## src/rtl/window_pkg.sv

```systemverilog
// Shared types and constants for the 3x3 window sequencer.
// Geometry widths here describe the default 5x5 build; instances derive their own widths.
package window_pkg;

    typedef enum logic [1:0] {
        IDLE,
        RUN,
        DONE
    } state_t;

    localparam int unsigned DEF_COLS = 5;
    localparam int unsigned DEF_ROWS = 5;

    localparam int unsigned COL_W = $clog2(DEF_COLS);
    localparam int unsigned ROW_W = $clog2(DEF_ROWS);

    localparam int unsigned EDGE_TOP   = 3;
    localparam int unsigned EDGE_BOT   = 2;
    localparam int unsigned EDGE_LEFT  = 1;
    localparam int unsigned EDGE_RIGHT = 0;

    // A modulus of 1 still needs one bit of storage.
    function automatic int unsigned cnt_width(input int unsigned n);
        return (n > 1) ? $clog2(n) : 1;
    endfunction

endpackage

```

## src/rtl/mod_counter.sv

```systemverilog
// Modulo-MOD up counter with synchronous clear; wrap flags the beat that returns it to zero.
module mod_counter
    import window_pkg::*;
#(
    parameter int unsigned MOD = 4,
    parameter int unsigned W   = cnt_width(MOD)
) (
    input  logic         clk,
    input  logic         rst,
    input  logic         clr,
    input  logic         en,
    output logic [W-1:0] count,
    output logic         wrap
);

    localparam logic [W-1:0] LAST = W'(MOD - 1);

    logic [W-1:0] count_q;
    logic [W-1:0] count_d;

    assign wrap  = en && (count_q == LAST);
    assign count = count_q;

    always_comb begin
        count_d = count_q;
        if (clr) begin
            count_d = '0;
        end else if (en) begin
            count_d = wrap ? '0 : count_q + W'(1);
        end
    end

    always_ff @(posedge clk) begin
        if (!rst) begin
            count_q <= '0;
        end else begin
            count_q <= count_d;
        end
    end

endmodule

```

## src/rtl/window_3x3_ctrl.sv

```systemverilog
// Sequencer for the 3x3 window buffer: gates shifting, tags complete windows with
// centre coordinate and border flags, and reports end of frame and overrun.
module window_3x3_ctrl
    import window_pkg::*;
#(
    parameter int unsigned COLS = DEF_COLS,
    parameter int unsigned ROWS = DEF_ROWS
) (
    input  logic                    clk,
    input  logic                    rst,
    input  logic                    start_i,
    input  logic                    valid_i,
    output logic                    shift_en_o,
    output logic                    win_valid_o,
    output logic [$clog2(COLS)-1:0] win_col_o,
    output logic [$clog2(ROWS)-1:0] win_row_o,
    output logic [3:0]              edge_o,
    output logic                    busy_o,
    output logic                    frame_done_o,
    output logic                    overrun_o
);

    localparam int unsigned CW = $clog2(COLS);
    localparam int unsigned RW = $clog2(ROWS);
    localparam int unsigned BW = cnt_width(ROWS - 2);

    localparam logic [CW-1:0] COL_FIRST_WIN = CW'(2);
    localparam logic [CW-1:0] COL_LAST      = CW'(COLS - 1);
    localparam logic [BW-1:0] BAND_LAST     = BW'(ROWS - 3);

    state_t state_q, state_d;

    logic          overrun_q, overrun_d;
    logic          win_valid_q;
    logic [CW-1:0] win_col_q;
    logic [RW-1:0] win_row_q;
    logic [3:0]    edge_q, edge_d;

    logic          accept;
    logic          win_hit;
    logic          last_beat;
    logic          cnt_clr;
    logic [CW-1:0] col_cnt;
    logic [BW-1:0] band_cnt;
    logic          col_wrap;

    assign accept  = valid_i && (state_q == RUN);
    // Columns 0 and 1 of each band only prime the buffer; no window yet.
    assign win_hit = accept && (col_cnt >= COL_FIRST_WIN);

    mod_counter #(
        .MOD (COLS),
        .W   (CW)
    ) u_col_cnt (
        .clk   (clk),
        .rst   (rst),
        .clr   (cnt_clr),
        .en    (accept),
        .count (col_cnt),
        .wrap  (col_wrap)
    );

    // The band counter wraps exactly on the final beat of the frame.
    mod_counter #(
        .MOD (ROWS - 2),
        .W   (BW)
    ) u_band_cnt (
        .clk   (clk),
        .rst   (rst),
        .clr   (cnt_clr),
        .en    (col_wrap),
        .count (band_cnt),
        .wrap  (last_beat)
    );

    always_comb begin
        state_d   = state_q;
        overrun_d = overrun_q;
        cnt_clr   = 1'b0;
        unique case (state_q)
            IDLE: begin
                if (start_i) begin
                    state_d   = RUN;
                    cnt_clr   = 1'b1;
                    overrun_d = 1'b0;
                end else if (valid_i) begin
                    overrun_d = 1'b1;
                end
            end
            RUN: begin
                if (last_beat) begin
                    state_d = DONE;
                end
            end
            DONE: begin
                state_d = IDLE;
                if (valid_i) begin
                    overrun_d = 1'b1;
                end
            end
            default: state_d = IDLE;
        endcase
    end

    always_comb begin
        edge_d             = '0;
        edge_d[EDGE_TOP]   = (band_cnt == '0);
        edge_d[EDGE_BOT]   = (band_cnt == BAND_LAST);
        edge_d[EDGE_LEFT]  = (col_cnt == COL_FIRST_WIN);
        edge_d[EDGE_RIGHT] = (col_cnt == COL_LAST);
    end

    always_ff @(posedge clk) begin
        if (!rst) begin
            state_q     <= IDLE;
            overrun_q   <= 1'b0;
            win_valid_q <= 1'b0;
            win_col_q   <= '0;
            win_row_q   <= '0;
            edge_q      <= '0;
        end else begin
            state_q     <= state_d;
            overrun_q   <= overrun_d;
            win_valid_q <= win_hit;
            // Tags hold between windows so downstream can read them at leisure.
            if (win_hit) begin
                win_col_q <= col_cnt - CW'(1);
                win_row_q <= RW'(band_cnt) + RW'(1);
                edge_q    <= edge_d;
            end
        end
    end

    assign shift_en_o   = accept;
    assign win_valid_o  = win_valid_q;
    assign win_col_o    = win_col_q;
    assign win_row_o    = win_row_q;
    assign edge_o       = edge_q;
    assign busy_o       = (state_q == RUN);
    assign frame_done_o = (state_q == DONE);
    assign overrun_o    = overrun_q;

endmodule
```

## config.mk

```make
export PLATFORM = sky130hd
export DESIGN_NAME = window_3x3_ctrl
export DESIGN_NICKNAME = d
export VERILOG_FILES = /design/src/rtl/window_pkg.sv /design/src/rtl/mod_counter.sv /design/src/rtl/window_3x3_ctrl.sv
export SDC_FILE = /design/constraint.sdc
export NUM_CORES = 1
export LEC_CHECK = 0
export ABC_AREA = 0
export ABC_CLOCK_PERIOD_IN_PS = 1710
export BUFFER_PORTS_ARGS = -buffer_cell sky130_fd_sc_hd__buf_2
export CORE_AREA = 2 2 44 76
export DETAILED_ROUTE_END_ITERATION = 10
export DIE_AREA = 0 0 46 78
export GPL_TIMING_DRIVEN = 0
export PLACE_DENSITY_LB_ADDON = 0.3
export SLEW_MARGIN = 20
export SYNTH_ARGS = -nofsm -noshare
export SYNTH_HDL_FRONTEND = slang
export SYNTH_SLANG_ARGS = --single-unit
```

## constraint.sdc

```tcl
create_clock -name clk -period 1.71 [get_ports clk]
set_input_delay 0 -clock clk [delete_from_list [all_inputs] [get_ports clk]]
set_output_delay 0 -clock clk [all_outputs]
set_load 0.02 [all_outputs]
```

==> results.json <==
{
  "maxSlewViolCount": 0,
  "dpl.hpwl_um": 1440,
  "cp_max_fo": 7,
  "endpoint_kind": "flip-flop",
  "ys.flop_type": "dfxtp_1",
  "routed-wl-met2_um": 977,
  "coreArea_um2": 2930,
  "synthesis.area_um2": 860,
  "drt-total-wl_um": 1860,
  "worstSetupStartpointType": "flip-flop",
  "grt_pass1_vias": 740,
  "cp_data_arrival_time_ns": 1.69,
  "synth_area_leader_cell": "dfxtp_1",
  "grt_antenna_before_repair": 0,
  "start_util": 0.294,
  "cts_setup_buffers": 0,
  "rsz0062_at_grt": "no",
  "yosys.cell_count.top_type": "dfxtp_1",
  "clk_latency_ns": 0.25,
  "drc": 0,
  "synthCells": 97,
  "top_layer_used": "met4",
  "slew_headroom": 0.483,
  "grtUsageTotal": 0.115,
  "cts_buffer_depth": 2,
  "setup_viol": 0,
  "synth_nets": 108,
  "fin_crit_sh": 0.921,
  "worst_pin_slew_ns": 0.768,
  "num_rows": 26,
  "powerDensity_nw_per_um2": 796,
  "clock-sinks": 19,
  "fill_cells": 307,
  "grt_pass1_wl_um": 3170,
  "synth_warnings": 0,
  "yosysTopAreaCellShare": 0.443,
  "synth.ff_latch_count": 19,
  "vias_per_cell": 5.01,
  "cts_hold_buf": 0,
  "detail-route-antenna-nets": 0,
  "fin_nets": 130,
  "syn_area_per_cell_um2": 8.86,
  "clock_skew_ns": 0.00330,
  "status": "finished, final reports clean",
  "synthTopCellsByCount": "19 x dfxtp_1, 13 x a21oi_1, 9 x inv_1, 9 x o21ai_0, 7 x ha_1",
  "post_synth_num_cell_types": 23,
  "cp.required_ns": 1.83,
  "htreeDepth": 1,
  "drive_above_1_share": 0.203,
  "yosys-top-cells-area": "dfxtp_1 44%, ha_1 10%, a21oi_1 7.6%, o21ai_0 5.2%, inv_1 3.9%",
  "fin_crit_ns": 1.57,
  "vias": 732,
  "crit_path_max_incr_delay_ns": 0.45,
  "cts_tree": "built",
  "yosysSeqAreaShare": 0.443,
  "clock_tree.root_cell": "clkbuf_8",
  "diodes": 0,
  "min_path_type": "primary input to flip-flop",
  "p_total_uw": 822,
  "overflow": 0,
  "wl_per_cell_um": 12.7,
  "wl_met1_um": 782,
  "clock.fmax_ghz": 0.635,
  "finalHoldViolCount": 0,
  "drtPass1Iterations": 4,
  "cp_cell_sequence": "inv_1 -> ha_1 -> or3_1 -> a21oi_1 -> a211oi_1",
  "async_flop_share": 0,
  "clkTransAtPathRegs_ns": 0.07,
  "cts_buffers": 3,
  "synthToLayoutAreaGrowth_pct": 20.1,
  "cap_violations": 0,
  "fin_setup_tns_ns": 0,
  "dieArea_um2": 3590,
  "p_leak_nw": 0.442,
  "die-width_um": 46,
  "place_congestion": 0.777,
  "critical_path_class": "flip-flop to flip-flop",
  "cpMaxStageDelayCell": "or3_1",
  "place.port_buffers": 18,
  "met3_length_um": 82,
  "ir_drop_mv": 0.264,
  "synth_edf_count": 0,
  "die_y_um": 78,
  "io_pins": 19,
  "grt_max_degree": 11,
  "initialDrtViolationCount": 7
}
report_power, final:
part / internal [mW] / total [mW] / switching, mW / leakage, nW
combinational: 0.0195 / 0.0601 / 0.0406 / 0.266
clock: 0.165 / 0.308 / 0.143 / 0.0228
sequential: 0.448 / 0.453 / 0.00569 / 0.154
total: 0.632 / 0.822 / 0.189 / 0.442
final cells by class:
class                      count  area [um^2]  area share
multi-input combinational     65          433       0.419
sequential                    19          380       0.368
clock buffer                   4         45.0      0.0436
tap                           28         35.0      0.0339
inverter                       9         33.8      0.0327
buffer                         3         15.0      0.0145
timing repair buffer          18         90.1      0.0873
registers in the layout, summed over array words and instances, names as in the netlist:
name	flops
win_col_o	3
u_col_cnt.count	3
state_q	2
u_band_cnt.count	2
edge_o	4
win_row_o	3
overrun_o	1
win_valid_o	1
critical path, delay by kind of cell, from the launching register on:
kind / cells / cell delay (ns)
AOI/OAI and AO/OA: 2 / 0.25
buffers and inverters: 1 / 0.11
DFF: 1 / 0.38
adders and majority gates: 1 / 0.26
and+or+nand+nor: 1 / 0.45
cells in the final DEF, fill, tap and decap left out:
cell and instances:
dfxtp_1 19, buf_2 18, a21oi_1 13, inv_1 9, o21ai_0 9, ha_1 7
nor2_1 6, nand3_1 6, nand2_1 4, clkbuf_1 3, nor3_1 3, clkbuf_8 3
or3_1 2, or4_1 2, o31ai_1 2, a211oi_1 2, xnor2_1 2, nand3b_4 1
buf_4 1, and2b_1 1, nor3_4 1, a22oi_1 1, a2111oi_0 1, o2bb2ai_1 1
and4_1 1
cells by family (layout without fill, tap and decap cells):
kind of cell | Yosys count | count (layout) | synth area share
compound gates | 29 | 29 | 0.192
simple gates | 27 | 27 | 0.182
fa+ha+maj | 7 | 7 | 0.102
xor+xnor | 2 | 2 | 0.0204
flops | 19 | 19 | 0.442
buf+inv | 13 | 34 | 0.0611
metal layers:
layer  vias up  GRT usage
met2        21      0.207
li1        381          -
met4         0     0.0429
met3         2     0.0163
met5         -          0
met1       328      0.125
per-stage QoR:
stage | cells | instance area, um^2 | setup slack, ns | hold slack, ns | util
floorplan | 97 | 860 | 0.278 | 0.117 | -
global placement | 143 | 985 | 0.150 | 0.285 | 0.336
detailed placement | 143 | 985 | 0.0829 | 0.286 | 0.336
CTS | 147 | 1030 | 0.0701 | 0.0377 | 0.352
global route | 146 | 1030 | 0.0530 | 0.0520 | 0.353
finish | 146 | 1030 | 0.136 | 0.0363 | 0.353
path summary, 6_finish.rpt:
check / depth (start not counted) / from / slack [ns] / end
max: 5 / u_col_cnt.count[0] / 0.14 / win_row_o[0]
min reg2reg: 2 / edge_o[0] / 0.47 / edge_o[0]
max reg2reg: 5 / u_col_cnt.count[0] / 0.14 / win_row_o[0]
min: 3 / valid_i / 0.04 / overrun_o
timing repair:
| item | 4_1_cts | 5_1_grt |
|---|---|---|
| setup endpoints to repair | 0 | 1 |
| endpoints found under the hold margin | 0 | 0 |
| gates resized for setup | 0 | 1 |
No activity file was read; power rests on OpenSTA's default activity.
